$ cat config.mk
export PLATFORM = sky130hd
export DESIGN_NAME = td4_exec_ctrl
export DESIGN_NICKNAME = d
export VERILOG_FILES = /design/src/rtl/td4_exec_ctrl_pkg.sv /design/src/rtl/td4_exec_ctrl_tick_div.sv /design/src/rtl/td4_exec_ctrl.sv
export SDC_FILE = /design/constraint.sdc
export NUM_CORES = 1
export LEC_CHECK = 0
export ABC_AREA = 1
export CAP_MARGIN = 20
export CORE_ASPECT_RATIO = 1.5
export CORE_UTILIZATION = 49
export CTS_BUF_LIST = sky130_fd_sc_hd__clkbuf_4 sky130_fd_sc_hd__clkbuf_8
export DETAILED_ROUTE_END_ITERATION = 6
export PLACE_DENSITY = 0.84
export SYNTH_ARGS = -nofsm -noshare
export SYNTH_HDL_FRONTEND = slang
export SYNTH_SLANG_ARGS = --single-unit
export TNS_END_PERCENT = 50
$ cat constraint.sdc
create_clock -name clk_i -period 1.5 [get_ports clk_i]
set_input_delay 0.45 -clock clk_i [delete_from_list [all_inputs] [get_ports clk_i]]
set_output_delay 0.45 -clock clk_i [all_outputs]
set_load 0.05 [all_outputs]
$ cat src/rtl/td4_exec_ctrl_pkg.sv
`default_nettype none
// ============================================================================
// td4_exec_ctrl_pkg : shared widths and controller state encoding
// Rev 1.0
// ============================================================================
package td4_exec_ctrl_pkg;

    localparam int TD4_ADDR_W = 4;
    localparam int TD4_DATA_W = 8;

    typedef enum logic [1:0] {
        ST_HALT  = 2'd0,
        ST_RUN   = 2'd1,
        ST_STEP  = 2'd2,
        ST_WRITE = 2'd3
    } exec_state_e;

endpackage
`default_nettype wire

$ cat src/rtl/td4_exec_ctrl_tick_div.sv
`default_nettype none
// ============================================================================
// td4_exec_ctrl_tick_div : instruction-rate divider, one tick every TICK_DIV enabled cycles
// Rev 1.0
// ============================================================================
module td4_exec_ctrl_tick_div #(
    parameter int TICK_DIV = 12000000,
    parameter int CNT_W    = 24
) (
    input  logic clk_i,
    input  logic rst_ni,
    input  logic clear_i,
    input  logic enable_i,
    output logic tick_o
);

    localparam logic [CNT_W-1:0] C_LAST = CNT_W'(TICK_DIV - 1);
    localparam logic [CNT_W-1:0] C_ONE  = {{(CNT_W-1){1'b0}}, 1'b1};

    logic [CNT_W-1:0] cnt_q;
    logic [CNT_W-1:0] cnt_d;

    assign tick_o = enable_i && (cnt_q == C_LAST);

    // Clear wins so the count restarts from zero whenever RUN is (re)entered.
    always_comb begin
        cnt_d = cnt_q;
        if (clear_i) begin
            cnt_d = '0;
        end else if (enable_i) begin
            cnt_d = (cnt_q == C_LAST) ? '0 : (cnt_q + C_ONE);
        end
    end

    always_ff @(posedge clk_i or negedge rst_ni) begin
        if (!rst_ni) begin
            cnt_q <= '0;
        end else begin
            cnt_q <= cnt_d;
        end
    end

endmodule
`default_nettype wire

$ cat src/rtl/td4_exec_ctrl.sv
`default_nettype none
// ============================================================================
// td4_exec_ctrl : TD4 core clock-enable controller (run / step / halt, breakpoint, program load)
// Rev 1.0
// ============================================================================
module td4_exec_ctrl
    import td4_exec_ctrl_pkg::*;
#(
    parameter int TICK_DIV = 12000000,
    parameter int CNT_W    = 24,
    parameter int ADDR_W   = TD4_ADDR_W,
    parameter int DATA_W   = TD4_DATA_W
) (
    input  logic              clk_i,
    input  logic              rst_ni,
    input  logic              cmd_run_i,
    input  logic              cmd_step_i,
    input  logic              cmd_halt_i,
    input  logic              cmd_clr_i,
    input  logic              bp_en_i,
    input  logic [ADDR_W-1:0] bp_addr_i,
    input  logic [ADDR_W-1:0] cpu_ip_i,
    input  logic              prog_valid_i,
    output logic              prog_ready_o,
    input  logic [ADDR_W-1:0] prog_addr_i,
    input  logic [DATA_W-1:0] prog_data_i,
    output logic              cpu_ce_o,
    output logic              cpu_rst_n_o,
    output logic              ram_we_o,
    output logic [ADDR_W-1:0] ram_addr_o,
    output logic [DATA_W-1:0] ram_wdata_o,
    output logic              running_o,
    output logic              bp_hit_o,
    output logic [7:0]        instr_cnt_o
);

    exec_state_e       state_q, state_d;
    logic              cpu_ce_q, cpu_ce_d;
    logic              cpu_rst_n_q, cpu_rst_n_d;
    logic              ram_we_q, ram_we_d;
    logic [ADDR_W-1:0] ram_addr_q, ram_addr_d;
    logic [DATA_W-1:0] ram_wdata_q, ram_wdata_d;
    logic              bp_hit_q, bp_hit_d;
    logic [7:0]        instr_cnt_q, instr_cnt_d;
    logic              first_tick_q, first_tick_d;

    logic              tick;
    logic              any_cmd;
    logic              bp_match;

    td4_exec_ctrl_tick_div #(
        .TICK_DIV (TICK_DIV),
        .CNT_W    (CNT_W)
    ) u_tick_div (
        .clk_i    (clk_i),
        .rst_ni   (rst_ni),
        .clear_i  (state_d != ST_RUN),
        .enable_i (state_q == ST_RUN),
        .tick_o   (tick)
    );

    assign any_cmd      = cmd_run_i | cmd_step_i | cmd_halt_i | cmd_clr_i;
    assign prog_ready_o = (state_q == ST_HALT) && cpu_rst_n_q && !any_cmd;
    // The instruction that was just resumed from must not re-trigger its own breakpoint.
    assign bp_match     = bp_en_i && (cpu_ip_i == bp_addr_i) && !first_tick_q;

    always_comb begin
        state_d      = state_q;
        cpu_ce_d     = 1'b0;
        cpu_rst_n_d  = 1'b1;
        ram_we_d     = 1'b0;
        ram_addr_d   = ram_addr_q;
        ram_wdata_d  = ram_wdata_q;
        bp_hit_d     = 1'b0;
        first_tick_d = first_tick_q;
        instr_cnt_d  = instr_cnt_q + {7'd0, cpu_ce_q};

        if (cmd_clr_i) begin
            cpu_rst_n_d = 1'b0;
            state_d     = ST_HALT;
            instr_cnt_d = '0;
        end else begin
            case (state_q)
                ST_HALT: begin
                    if (cmd_halt_i) begin
                        state_d = ST_HALT;
                    end else if (cmd_step_i) begin
                        state_d  = ST_STEP;
                        cpu_ce_d = 1'b1;
                    end else if (cmd_run_i) begin
                        state_d      = ST_RUN;
                        first_tick_d = 1'b1;
                    end else if (prog_valid_i && prog_ready_o) begin
                        state_d     = ST_WRITE;
                        ram_we_d    = 1'b1;
                        ram_addr_d  = prog_addr_i;
                        ram_wdata_d = prog_data_i;
                    end
                end
                ST_RUN: begin
                    if (cmd_halt_i) begin
                        state_d = ST_HALT;
                    end else if (tick) begin
                        if (bp_match) begin
                            bp_hit_d = 1'b1;
                            state_d  = ST_HALT;
                        end else begin
                            cpu_ce_d     = 1'b1;
                            first_tick_d = 1'b0;
                        end
                    end
                end
                ST_STEP:  state_d = ST_HALT;
                ST_WRITE: state_d = ST_HALT;
            endcase
        end
    end

    always_ff @(posedge clk_i or negedge rst_ni) begin
        if (!rst_ni) begin
            state_q      <= ST_HALT;
            cpu_ce_q     <= 1'b0;
            cpu_rst_n_q  <= 1'b0;
            ram_we_q     <= 1'b0;
            ram_addr_q   <= '0;
            ram_wdata_q  <= '0;
            bp_hit_q     <= 1'b0;
            instr_cnt_q  <= '0;
            first_tick_q <= 1'b1;
        end else begin
            state_q      <= state_d;
            cpu_ce_q     <= cpu_ce_d;
            cpu_rst_n_q  <= cpu_rst_n_d;
            ram_we_q     <= ram_we_d;
            ram_addr_q   <= ram_addr_d;
            ram_wdata_q  <= ram_wdata_d;
            bp_hit_q     <= bp_hit_d;
            instr_cnt_q  <= instr_cnt_d;
            first_tick_q <= first_tick_d;
        end
    end

    assign cpu_ce_o    = cpu_ce_q;
    assign cpu_rst_n_o = cpu_rst_n_q;
    assign ram_we_o    = ram_we_q;
    assign ram_addr_o  = ram_addr_q;
    assign ram_wdata_o = ram_wdata_q;
    assign running_o   = (state_q == ST_RUN);
    assign bp_hit_o    = bp_hit_q;
    assign instr_cnt_o = instr_cnt_q;

endmodule
`default_nettype wire

==> summary.md, run 1 <==
| Metric | Value |
|---|---|
| Net count after synthesis | 398 |
| Cell accounting for the most synthesized area | dfrtp_1 |
| Final WS setup | -0.429 ns |
| Post-CTS Hold Buffers | 0 |
| Critical path class | reg -> reg |
| # IOs | 54 |
| Avg Inst Size Synth | 7.77 µm² |
| CP Max Fanout | 9 |
| Slew HR | 69.3% |
| Initial cell density of the core | 51.6% |
| Reg area | 0.00128 mm² |
| Fraction of layout cells with a size suffix above 1 | 37.5% |
| Synth area leaders | dfrtp_1, nand2_1, nor2_1 |
| Drt via density | 5.72 |
| DRC errors left | 0 |
| Worst slew pin tran | 0.456 ns |
| Final total power | 3370 µW |
| Critical path endpoint category | flip-flop |
| Final wirelength | 12100 µm |
| Cts bufs inserted | 5 |
| Most frequent cells in the layout | nand2_1, buf_4, dfrtp_1, inv_1, nor2_1 |
| Area Overhead vs Synth | 66.5% |
| Tcrit/Tclk final | 129% |
| Ant diodes | 0 |
| Synthesized instance count | 367 |
| Slew Viols, Final | 0 |
| Critical path's slowest cell | dfrtp_1 |
| H-tree depth | 2 |
| CP Cell Sequence | nand2_1 > nor2_2 > buf_4 > nand3_4 > nor2_4 > nand2_4 > nand2_4 > nand2_4 > buf_12 > nand4_4 > o21bai_1 |
| Floorplan Core Area | 0.00553 mm² |
| TritonCTS clock tree | built |
| Hold Crit Class | in -> async |
| FF+latch count, synth | 51 |
| Number of global-route vias before repair | 3304 |
| Wirelength per Cell | 20.7 µm |
| VDD IR-drop max | 997 µV |
| ANT nets after route | 0 |
| Gr usage total | 32.7% |
| Worst path required time | 1.70 ns |
| Initial DRC count | 240 |
| Unique masters post-synth | 36 |
| Clk pin slew, worst setup/hold paths | 0.12 ns |
| Port buffer count | 53 |
| DRT Pass-1 Iters | 5 |
| Synth top area share | 43.9% |
| RSZ-0062 raised after global routing | true |
| Max clock buf depth | 2 |
| Clk_skew | 0.0166 ns |
| Fillers | 252 |
| Clk root buf | clkbuf_8 |
| Setup tns final | -11.09 ns |
| CP arrival | 2.13 ns |
| Global-route wire length before repair | 15000 µm |
| Commonest non-fill, non-tap cell in the layout | nand2_1 |
| Largest net degree at the start of global routing | 30 |
| Post-DP HPWL | 6490 µm |
| Critical Path Source Type | flip-flop |
| Leakage power | 0.00223 µW |
| Multi-input logic area | 0.00155 mm² |
| Max stage delay on crit path | 0.41 ns |
| Layout Nets | 544 |
| Gpl congestion | 0.905 |
| Tmin final | 1.93 ns |
| Crit path max-delay family | simple AND/OR/NAND/NOR gates |
| Fin. Hold Viols | 0 |
| Main synth FF type | dfrtp_1 |
| Number of antenna violations at the first check in global routing | 0 |
| Power Dens Cells | 710 mW/mm² |
| Final setup violation count | 44 |
| Grt total ovfl | 0 |
| Clock latency on the worst-skew pair | 0.34 ns |
| Ys Warns | 0 |
| Run status | complete, but fails checks |
| Die Area | 0.00614 mm² |
| Post-synth EDFFs | 0 |
| Die W | 64.3 µm |
| Fmax | 519 MHz |
| Std cell rows | 33 |
| Async SR Flop Fraction | 100% |
| Die Ht | 95.5 µm |
| Mapped cell area | 0.00285 mm² |
| Via Count | 3340 |
| Most frequent CP cell | nand2_4 |
| Max cap viols | 0 |
| Buf/Inv on CP | 2 |
| Part of the Yosys area used for sequential elements | 44.8% |
| Clk sink count | 51 |
| Violated checks | negative setup slack |
[where the power goes]
group / internal (µW) / switching [µW]
sequential: 1450 / 92.4
clock: 339 / 552
combinational: 436 / 499
total: 2230 / 1140
[final cells by class]
type | count | share of cell area, %
Multi-Input combinational cell | 260 | 32.7
Clock inverter | 3 | 0.474
Clock buffer | 5 | 1.45
Tap cell | 70 | 1.84
Sequential cell | 51 | 26.9
Timing Repair Buffer | 143 | 32.3
Inverter | 52 | 4.29
[what timing repair did]
action | in CTS | in global routing
gates resized for setup | 29 | 36
pin swaps | 8 | 23
gates cloned | 0 | 1
setup endpoints to repair | 29 | 44
setup buffers | 4 | 16
hold endpoints to repair | 0 | 0
[metrics by stage]
step                area, µm²  hold slack [ns]  cells  utilization [%]  setup slack (ns)
finish                   4750          0.00791    584             85.8            -0.429
global route             4750          0.00638    584             85.8            -0.457
CTS                      4440           0.0282    567             80.2            -0.270
detailed placement       4250            0.382    555             76.8            -0.672
global placement         4250            0.371    555             76.8            -0.552
floorplan                2870            0.154    367                -            -0.240
[worst register-to-register path: cells and delay by family (launching register included)]
family,cells,cell delay (ns)
and+or+nand+nor,8,0.93
buffers and inverters,2,0.32
DFF,1,0.41
AOI/OAI and AO/OA,1,0.13
[routing by layer]
layer  GRT usage (%)  share of wire, %  wire (µm)  vias to the layer above
li1                -                 -          -                     1444
met4            19.3               8.8       1060                        0
met1            29.5                31       3800                     1568
met2            65.6                51       6210                      239
met5               0                 0          0                        -
met3            5.74               8.3        998                       89
[flip-flops by register name, summed over array words and instances (netlist names)]
signal,cells
u_tick_div.cnt_q,24
instr_cnt_o,8
ram_wdata_o,8
ram_addr_o,4
state_q,2
bp_hit_o,1
cpu_ce_o,1
cpu_rst_n_o,1
first_tick_q,1
ram_we_o,1
[cells in the mapped netlist (2+ instances only)]
library cell / number
nand2_1: 95
nor2_1: 54
dfrtp_1: 50
inv_1: 46
xor2_1: 17
nand3_1: 12
nor3_1: 11
nand4_1: 10
o21bai_1: 9
o21ai_0: 8
nor2_2: 7
a21oi_1: 6
a21oi_2: 5
inv_2: 4
nand2_2: 4
ha_1: 3
clkbuf_1: 2
nand3_2: 2
nor2_4: 2
nor3b_1: 2
nor4_1: 2
or2_2: 2
[kinds of logic (layout without fill, tap and decap cells)]
kind of cell | after synthesis | count (layout) | share of synthesized area (%)
xor+xnor | 17 | 17 | 5.22
simple gates | 209 | 209 | 33.4
fa+ha+maj | 3 | 3 | 1.32
buf+inv | 56 | 203 | 8.07
flops | 51 | 51 | 44.8
compound gates | 31 | 31 | 7.19
[path summary, 6_finish.rpt]
check / cells past startpoint / slack (ns) / startpoint / to
max: 11 / -0.43 / u_tick_div.cnt_q[3]$_DFFE_PN0P_ / u_tick_div.cnt_q[21]$_DFFE_PN0P_
min: 1 / 0.008 / rst_ni / ram_wdata_o[0]$_DFFE_PN0P_
max reg2reg: 11 / -0.43 / u_tick_div.cnt_q[3]$_DFFE_PN0P_ / u_tick_div.cnt_q[21]$_DFFE_PN0P_
min reg2reg: 2 / 0.50 / first_tick_q$_DFFE_PN1P_ / first_tick_q$_DFFE_PN1P_
max in group asynchronous: 2 / 0.98 / rst_ni / u_tick_div.cnt_q[2]$_DFFE_PN0P_
min in group clk_i: 2 / 0.50 / first_tick_q$_DFFE_PN1P_ / first_tick_q$_DFFE_PN1P_
(Power assumes the default switching activity.)
==> run 2: changes to the inputs <==
--- a/config.mk
+++ b/config.mk
@@ -6,7 +6,6 @@
 export NUM_CORES = 1
 export LEC_CHECK = 0
 export ABC_AREA = 1
-export CAP_MARGIN = 20
 export CORE_ASPECT_RATIO = 1.5
 export CORE_UTILIZATION = 49
 export CTS_BUF_LIST = sky130_fd_sc_hd__clkbuf_4 sky130_fd_sc_hd__clkbuf_8
==> results of run 2 <==
Final layout, timing and power as in run 1 (identical DEF).
